$ cat src/rtl/cpu_5_oci_dct_packer.sv
// OCI compressed-trace packer: shifts 2-bit trace atoms into a 30-bit frame and
// hands completed or flushed frames to a one-entry valid/ready slot, dropping on overflow.
module cpu_5_oci_dct_packer #(
    parameter int ATOMS  = 15,
    parameter int LOST_W = 8
) (
    input  logic              clk,
    input  logic              reset,
    input  logic              atom_valid,
    input  logic [1:0]        atom,
    input  logic              flush,
    input  logic              out_ready,
    output logic              out_valid,
    output logic [33:0]       out_word,
    output logic [29:0]       dct_buffer,
    output logic [3:0]        dct_count,
    output logic              overflow,
    input  logic              overflow_clr,
    output logic [LOST_W-1:0] lost_frames
);

    logic [29:0]       buf_q, buf_d, buf_n;
    logic [3:0]        cnt_q, cnt_d, cnt_n;
    logic              out_valid_q, out_valid_d;
    logic [33:0]       out_word_q, out_word_d;
    logic              overflow_q, overflow_d;
    logic [LOST_W-1:0] lost_q, lost_d;
    logic              emit, slot_free, drop;

    // The producer never stalls, so an atom arriving with a flush belongs to the flushed frame.
    always_comb begin
        buf_n = atom_valid ? {buf_q[27:0], atom} : buf_q;
        cnt_n = atom_valid ? cnt_q + 4'd1 : cnt_q;
        emit      = (cnt_n == 4'(ATOMS)) || (flush && (cnt_n != 4'd0));
        slot_free = !out_valid_q || out_ready;
        drop      = emit && !slot_free;
    end

    // NOTE: every _d gets its hold value first so no path through the block infers a latch.
    always_comb begin
        buf_d       = buf_n;
        cnt_d       = cnt_n;
        out_valid_d = out_valid_q;
        out_word_d  = out_word_q;
        overflow_d  = overflow_q;
        lost_d      = lost_q;

        if (emit) begin
            buf_d = '0;
            cnt_d = '0;
            if (slot_free) begin
                out_word_d  = {cnt_n, buf_n};
                out_valid_d = 1'b1;
            end
        end else if (out_valid_q && out_ready) begin
            out_valid_d = 1'b0;
        end

        // A drop in the same cycle as a clear wins and restarts the count at one.
        if (drop) begin
            overflow_d = 1'b1;
            if (overflow_clr)
                lost_d = LOST_W'(1);
            else if (lost_q != '1)
                lost_d = lost_q + 1'b1;
        end else if (overflow_clr) begin
            overflow_d = 1'b0;
            lost_d     = '0;
        end
    end

    // NOTE: state flops use non-blocking assignments so all registers update from pre-edge values.
    always_ff @(posedge clk or posedge reset) begin
        if (reset) begin
            buf_q       <= '0;
            cnt_q       <= '0;
            out_valid_q <= 1'b0;
            out_word_q  <= '0;
            overflow_q  <= 1'b0;
            lost_q      <= '0;
        end else begin
            buf_q       <= buf_d;
            cnt_q       <= cnt_d;
            out_valid_q <= out_valid_d;
            out_word_q  <= out_word_d;
            overflow_q  <= overflow_d;
            lost_q      <= lost_d;
        end
    end

    assign dct_buffer  = buf_q;
    assign dct_count   = cnt_q;
    assign out_valid   = out_valid_q;
    assign out_word    = out_word_q;
    assign overflow    = overflow_q;
    assign lost_frames = lost_q;

endmodule

$ cat config.mk
export PLATFORM = sky130hd
export DESIGN_NAME = cpu_5_oci_dct_packer
export DESIGN_NICKNAME = d
export VERILOG_FILES = /design/src/rtl/cpu_5_oci_dct_packer.sv
export SDC_FILE = /design/constraint.sdc
export NUM_CORES = 1
export LEC_CHECK = 0
export BUFFER_PORTS_ARGS = -buffer_cell sky130_fd_sc_hd__buf_2
export CORE_MARGIN = 4
export CORE_UTILIZATION = 49
export CTS_BUF_LIST = sky130_fd_sc_hd__clkbuf_2
export DETAILED_ROUTE_END_ITERATION = 10
export PLACE_DENSITY = 0.86
export SETUP_SLACK_MARGIN = 0.2
export SLEW_MARGIN = 10
export SYNTH_ARGS = -nofsm -noshare
export SYNTH_HDL_FRONTEND = slang
export SYNTH_SLANG_ARGS = --single-unit
export TNS_END_PERCENT = 5
$ cat constraint.sdc
create_clock -name clk -period 2 [get_ports clk]
set_input_delay 0 -clock clk [delete_from_list [all_inputs] [get_ports clk]]
set_output_delay 0 -clock clk [all_outputs]
set_load 0.02 [all_outputs]
==> results of run 1 <==
cells by family (layout without fill, tap and decap cells):
kind of cell | count (synthesis) | after routing | synth area share
buffers and inverters | 20 | 125 | 0.0276
multiplexers | 32 | 32 | 0.0997
flip-flops | 78 | 78 | 0.607
XOR/XNOR | 2 | 2 | 0.00545
AO/OA/AOI/OAI | 59 | 59 | 0.114
AND/OR/NAND/NOR | 101 | 101 | 0.138
adder cells (fa/ha/maj) | 2 | 2 | 0.00779
worst min-delay path by stage:
stage	cells past startpoint	slack [ns]	from	to
4_1_cts	4	0.03	atom_valid	out_word[33]
5_1_grt	4	0.08	atom_valid	dct_buffer[23]
3_5_place_dp	2	0.20	reset	lost_frames[1]
2_1_floorplan	1	0.07	flush	dct_count[2]
3_3_place_gp	2	0.19	reset	overflow
6_report	4	0.06	atom_valid	out_word[33]
power by group through the flow:
| stage | sequential, uW | clock [uW] | combinational [uW] |
|---|---|---|---|
| floorplan | 2130 | 0 | 565 |
| global placement | 1890 | 0 | 1180 |
| detailed placement | 1910 | 0 | 1210 |
| CTS | 1870 | 793 | 1260 |
| global route | 1900 | 853 | 1380 |
| finish | 1870 | 774 | 1250 |
worst max-delay path: stages, from the launching register on:
cell,delay [ns]
sky130_fd_sc_hd__dfrtp_2,0.47
sky130_fd_sc_hd__ha_4,0.25
sky130_fd_sc_hd__and3b_2,0.21
sky130_fd_sc_hd__o22ai_2,0.17
sky130_fd_sc_hd__a21boi_4,0.10
sky130_fd_sc_hd__buf_4,0.15
sky130_fd_sc_hd__o21ai_4,0.19
sky130_fd_sc_hd__buf_12,0.22
sky130_fd_sc_hd__nand2_1,0.09
sky130_fd_sc_hd__o21ai_1,0.12
repair_timing:
item	in CTS	in global routing
endpoints found under the hold margin	55	0
buffers inserted	1	0
cloned	0	0
hold buffers	7	0
gates resized for setup	23	5
pin swaps	5	2
setup endpoints to repair	74	75
cell usage in the layout, fill, tap and decap left out, types with 3 or more instances in the layout:
master,instances
sky130_fd_sc_hd__buf_2,85
sky130_fd_sc_hd__dlygate4sd3_1,7
sky130_fd_sc_hd__clkinvlp_4,3
sky130_fd_sc_hd__clkbuf_2,9
sky130_fd_sc_hd__nand2_1,33
sky130_fd_sc_hd__nand2_2,3
sky130_fd_sc_hd__nand3_1,4
sky130_fd_sc_hd__a21oi_1,5
sky130_fd_sc_hd__mux2i_1,32
sky130_fd_sc_hd__o21ai_0,6
sky130_fd_sc_hd__o21ai_1,30
sky130_fd_sc_hd__inv_1,3
sky130_fd_sc_hd__buf_12,3
sky130_fd_sc_hd__dfrtp_1,76
sky130_fd_sc_hd__nor3_1,4
sky130_fd_sc_hd__buf_4,10
sky130_fd_sc_hd__nor2_1,39
sky130_fd_sc_hd__nand2b_1,4
sky130_fd_sc_hd__o21ai_4,4
state kept, by name (all words and copies together) (netlist names):
signal       flops
dct_buffer      30
dct_count        4
lost_frames      8
out_valid        1
out_word        34
overflow         1
metal layers:
layer | GRT usage | share of wire
met3 | 0.0304 | 0.044
met1 | 0.259 | 0.43
met2 | 0.317 | 0.49
met4 | 0.106 | 0.036
met5 | 0 | 0
per-stage QoR:
step | instance area [sq um] | total power, uW
2_1_floorplan | 3260 | 2700
3_3_place_gp | 3830 | 3070
3_5_place_dp | 3830 | 3120
4_1_cts | 4050 | 3930
5_1_grt | 4060 | 4130
6_report | 4060 | 3900
layout make-up:
class | count | area, sq um | share of cell area
Clock buffer | 9 | 45.0 | 0.0111
Clock inverter | 7 | 57.6 | 0.0142
Sequential cell | 78 | 1950 | 0.481
Tap cell | 77 | 96.3 | 0.0237
Inverter | 4 | 18.8 | 0.00462
Timing Repair Buffer | 105 | 631 | 0.155
Multi-Input combinational cell | 196 | 1260 | 0.310
==> impl_results.rst, run 1 <==
.. list-table::
   :header-rows: 1

   * - Metric
     - Value
   * - Outcome
     - complete, but fails checks
   * - Failing checks
     - setup timing
   * - Class of the most critical setup path
     - flip-flop to flip-flop
   * - EDFF count, synth
     - 0
   * - Number of DRC violations after detailed routing
     - 0
   * - Placer's final routability congestion estimate
     - 0.946
   * - Critical-path maximum fanout
     - 36
   * - Post-route insts no fill
     - 476
   * - Core Rows
     - 29
   * - Port Buffers
     - 85
   * - First-pass iteration count of the detailed router
     - 4
   * - Area fraction of the dominant cell type after synthesis
     - 0.607
   * - Number of failing setup endpoints in the final timing report
     - 2
   * - Terminus of the critical flop-to-flop path
     - out_word[13]
   * - TritonCTS Buffers
     - 9
   * - Sequential area share after synthesis
     - 0.607
   * - RSZ-0062 raised after global routing
     - yes
   * - Portion of total power attributed to sequential cells
     - 0.480
   * - Most common cell in the netlist
     - sky130_fd_sc_hd__dfrtp_1
   * - Total vias in the final route
     - 2541
   * - Net count reported at finish
     - 404
   * - Total negative slack for setup checks
     - -0.0215 ns
   * - Floorplan core area
     - 6350 sq um
   * - Clk buf depth
     - 2
   * - Period Utilization, post-route
     - 1.01
   * - Yosys top cell by area
     - sky130_fd_sc_hd__dfrtp_1
   * - GR Overflow Total
     - 0
   * - Least setup slack across all paths after layout
     - -0.0203 ns
   * - Portion of total power attributed to the clock network
     - 0.198
   * - Leakage power of the design
     - 0.00216 uW
   * - Crit. End Element
     - flip-flop
   * - Layout Area Growth over Synthesis
     - 26.4%
   * - Filler Cells Inserted
     - 518
   * - Switching share of total power
     - 0.389
   * - Synthesis-stage register bit count
     - 78
   * - H-tree levels
     - 3
   * - Final Max Slew Viols
     - 0
   * - Async set-or-reset flop fraction in the synthesized netlist
     - 1.00
   * - Gate power share
     - 0.321
   * - Total number of yosys warnings
     - 0
   * - Net switching power figure
     - 1520 uW
   * - DPL Wire Length
     - 5190 microns
   * - Mean Syn Cell Area
     - 10.9 sq um
   * - Clock tree from TritonCTS
     - done
   * - Height of the chip
     - 89.0 microns
   * - Worst reg2reg setup slack
     - -0.02 ns
   * - Primary flip-flop cell chosen by synthesis mapping
     - sky130_fd_sc_hd__dfrtp_1
   * - Worst setup path endpoint
     - out_word[13]
   * - Post-DR wirelength/cell
     - 15.5 microns
   * - Horizontal die dimension
     - 89.0 microns
   * - Remaining antenna violation count
     - 0
   * - Max frequency
     - 0.495 GHz
   * - Length in cells of the worst reg-to-reg path
     - 9
   * - CTS clock-pin slew for the worst setup and hold paths
     - 0.24 ns
   * - Period minus WS final
     - 2.02 ns
   * - Worst slew slack as a fraction of its limit
     - 0.453
   * - Tightest Pin Transition
     - 0.818 ns
   * - Final Hold Viols
     - 0
   * - Final Core Density
     - 0.640
   * - Placement Setup Slack
     - -0.0618 ns
   * - Clk sinks
     - 78
   * - Ant. Diodes
     - 0
   * - Per-cell via count in the routed design
     - 5.34
   * - Gate count after technology mapping
     - 294
   * - Total routing usage reported by global routing
     - 0.197
   * - Req. time, crit path
     - 2.46 ns
   * - Pin count of the biggest net entering global routing
     - 43
   * - Count of routing violations after the opening detailed-route iteration
     - 118
   * - Power density cells
     - 960 nW/um^2
   * - Full die area
     - 7920 sq um
   * - Global-route wire length before repair
     - 12000 microns
   * - Number of global-route vias before repair
     - 2489
   * - Critical Path Source
     - dct_count[1]
   * - Hold Path Class
     - input port to flip-flop
   * - Worst-Skew Late Latency
     - 0.53 ns
   * - Startpoint of the most critical register-to-register path
     - dct_count[1]
   * - Critical Path AT
     - 2.48 ns
   * - Power Internal
     - 2380 uW
   * - Max-cap check violation count
     - 0
   * - Tightest hold margin
     - 0.0646 ns
   * - Count of pins on the block boundary
     - 86
   * - Antenna violations before repair
     - 0
   * - Cells taking the most area after synthesis
     - sky130_fd_sc_hd__dfrtp_1, sky130_fd_sc_hd__mux2i_1, sky130_fd_sc_hd__nor2_1
   * - Highest ir drop seen on vdd
     - 0.667 mV
   * - CTS Root Buffer Type
     - sky130_fd_sc_hd__clkbuf_2
   * - Fraction of layout instances using a drive strength above 1
     - 0.338
   * - Aggregate routed wire length
     - 7390 microns
   * - Post-synth design cell area
     - 3210 sq um
   * - Cell types with the highest counts after synthesis
     - sky130_fd_sc_hd__dfrtp_1, sky130_fd_sc_hd__nor2_1, sky130_fd_sc_hd__nand2_1
   * - Startpoint class of the critical path
     - flip-flop
   * - Number of distinct standard cells referenced by the synthesized netlist
     - 36
   * - Starting Density
     - 0.506
   * - Setup Skew
     - 0.0341 ns
   * - Cell count after placement
     - 452
   * - Post-Syn Nets
     - 304
Power figures use the tool's default switching activity.
==> run 2: changes to the inputs <==
CORE_UTILIZATION = 54   (was 49)
PLACE_DENSITY = 0.9   (was 0.86)
clock period = 2.2 ns   (was 2 ns; I/O delays follow)
==> run 2 against run 1 <==
  * Flip-flop and latch count stayed put
  * Critical endpoint is now out_word[18]
  * Largest cell class unchanged
  * Critical path type unchanged
  * Sequential power is 9% lower
  * The flow now finishes without violations
  * Setup slack better by 0.12 ns
==> impl_results.rst, run 2 (synthesis gave the netlist of run 1 again) <==
.. list-table::
   :header-rows: 1

   * - Metric
     - Value
   * - Outcome
     - finished, final reports clean
   * - Net switching power figure
     - 1490 uW
   * - Per-cell via count in the routed design
     - 5.45
   * - Number of failing setup endpoints in the final timing report
     - 0
   * - Max reg flops
     - 34
   * - Net count reported at finish
     - 415
   * - GR Overflow Total
     - 0
   * - Commonest non-fill, non-tap cells in the layout
     - sky130_fd_sc_hd__buf_2, sky130_fd_sc_hd__dfrtp_1, sky130_fd_sc_hd__nor2_1, sky130_fd_sc_hd__mux2i_1, sky130_fd_sc_hd__nand2_1
   * - Aggregate routed wire length
     - 8310 microns
   * - Portion of total power attributed to sequential cells
     - 0.445
   * - Full die area
     - 7250 sq um
   * - Critical Path AT
     - 2.52 ns
   * - Area of placed instances
     - 3780 sq um
   * - Worst-Skew Late Latency
     - 0.54 ns
   * - Hold Path Class
     - input port to flip-flop
   * - Critical-path maximum fanout
     - 4
   * - Final Hold Viols
     - 0
   * - Gate power share
     - 0.372
   * - Max-cap check violation count
     - 0
   * - Biggest cell delay along the critical path
     - 0.47 ns
   * - Horizontal die dimension
     - 85.1 microns
   * - Leakage power of the design
     - 0.00226 uW
   * - Height of the chip
     - 85.1 microns
   * - Startpoint class of the critical path
     - flip-flop
   * - Post-route insts no fill
     - 482
   * - Cell family contributing the most delay on the critical path
     - buffers and inverters
   * - Setup Skew
     - 0.0433 ns
   * - Tightest hold margin
     - 0.0912 ns
   * - Period minus WS final
     - 2.10 ns
   * - Tightest Pin Transition
     - 0.506 ns
   * - Endpoint of the worst hold-timing path
     - out_word[32]
   * - Number of stages on the worst hold path
     - 4
   * - Post-DR wirelength/cell
     - 17.2 microns
   * - Total routing usage reported by global routing
     - 0.222
   * - Max frequency
     - 0.475 GHz
   * - Req. time, crit path
     - 2.62 ns
   * - Number of global-route vias before repair
     - 2622
   * - Number of DRC violations after detailed routing
     - 0
   * - Total negative slack for setup checks
     - 0 ns
   * - Worst slew slack as a fraction of its limit
     - 0.663
   * - Floorplan core area
     - 5640 sq um
   * - Filler Cells Inserted
     - 400
   * - Portion of total power attributed to the clock network
     - 0.184
   * - Final Max Slew Viols
     - 0
   * - Switching share of total power
     - 0.387
   * - Startpoint of the most critical register-to-register path
     - dct_count[0]
   * - Length in cells of the worst reg-to-reg path
     - 11
   * - Worst reg2reg setup slack
     - 0.1 ns
   * - RSZ-0062 raised after global routing
     - yes
   * - Clk sinks
     - 78
   * - DPL Wire Length
     - 5180 microns
   * - Stages on worst setup path
     - 11
   * - Layout Cell Area excl Fill
     - 4250 sq um
   * - H-tree levels
     - 3
   * - Power density cells
     - 903 nW/um^2
   * - Remaining antenna violation count
     - 0
   * - Count of pins on the block boundary
     - 86
   * - Power Internal
     - 2350 uW
   * - Cell count after placement
     - 447
   * - Port Buffers
     - 85
   * - Placer's final routability congestion estimate
     - 0.791
   * - CTS Root Buffer Type
     - sky130_fd_sc_hd__clkbuf_2
   * - Total vias in the final route
     - 2627
   * - Worst Path Buf+Inv
     - 4
   * - Crit. End Element
     - flip-flop
   * - Critical-path cell list
     - ha_4 > and3b_2 > o22ai_4 > a21boi_4 > buf_6 > o21ai_4 > buf_6 > buf_12 > clkbuf_16 > nand2_2 > o21ai_1
   * - Slowest cell on the critical path
     - sky130_fd_sc_hd__dfrtp_2
   * - Final Core Density
     - 0.754
   * - Highest ir drop seen on vdd
     - 0.540 mV
   * - Worst hold start
     - atom_valid
   * - Core Rows
     - 27
   * - Count of routing violations after the opening detailed-route iteration
     - 168
   * - Antenna violations before repair
     - 0
   * - Global-route wire length before repair
     - 12700 microns
   * - Most frequent cell on the critical path
     - sky130_fd_sc_hd__buf_6
   * - Clock tree from TritonCTS
     - done
   * - CTS clock-pin slew for the worst setup and hold paths
     - 0.20 ns
   * - First-pass iteration count of the detailed router
     - 5
   * - Starting Density
     - 0.570
   * - Fraction of layout instances using a drive strength above 1
     - 0.376
   * - TritonCTS Buffers
     - 9
   * - Clk buf depth
     - 2
   * - Most common library cell in the layout ignoring fill and taps
     - sky130_fd_sc_hd__buf_2
   * - Pin count of the biggest net entering global routing
     - 40
   * - Class of the most critical setup path
     - flip-flop to flip-flop
   * - Ant. Diodes
     - 0
   * - Terminus of the critical flop-to-flop path
     - out_word[18]
   * - Period Utilization, post-route
     - 0.957
   * - Layout Area Growth over Synthesis
     - 32.3%
[run 2: changes by cell type in the layout (fill, tap and decap cells not counted), sizes merged]
cell,before,now
inv,5,6
clkinvlp,3,2
clkbuf,9,12
buf,98,106
[run 2: repair_timing]
| item | in CTS | in global routing |
|---|---|---|
| gates cloned | 1 | 3 |
| resized for setup | 10 | 30 |
| hold buffers | 7 | 0 |
| setup buffers | 4 | 4 |
| endpoints found under the setup margin | 37 | 38 |
| pin swaps | 6 | 11 |
| hold endpoints to repair | 94 | 0 |
[run 2: worst max-delay path by stage]
stage / start / end
2_1_floorplan: dct_count[0] / lost_frames[3]
3_3_place_gp: dct_count[0] / lost_frames[3]
3_5_place_dp: dct_count[1] / lost_frames[3]
4_1_cts: dct_count[1] / lost_frames[3]
5_1_grt: dct_count[1] / out_word[20]
6_report: dct_count[0] / out_word[18]
[run 2: stage by stage]
step	setup WS (ns)	total power (uW)
after floorplan	0.130	2410
after global placement	0.164	2750
after detailed placement	0.0836	2800
after CTS	0.188	3660
after global routing	0.0447	4040
final	0.0950	3840
[run 2: worst min-delay path: cells and delay by family]
| family | cells | cell delay (ns) |
|---|---|---|
| AO/OA/AOI/OAI | 2 | 0.22 |
| buffers and inverters | 1 | 0.19 |
| AND/OR/NAND/NOR | 1 | 0.17 |
[run 2: power groups by stage]
stage               combinational (uW)  clock [uW]  sequential [uW]
floorplan                          475           0             1930
global placement                  1030           0             1710
detailed placement                1070           0             1720
CTS                               1240         717             1700
global route                      1520         787             1730
finish                            1430         706             1710
[run 2: final cells by class]
type	instances	area (sq um)	area share
clock buffer	9	45.0	0.0106
clock inverter	7	56.3	0.0132
inverter	4	18.8	0.00441
multi-input combinational	196	1290	0.303
sequential	78	1950	0.460
tap	72	90.1	0.0212
timing repair buffer	116	797	0.187
[run 2: per-layer routing]
layer	routed length, microns	track usage
met1	3450	0.290
met2	4250	0.359
met3	460	0.0456
met4	154	0.101
met5	0	0
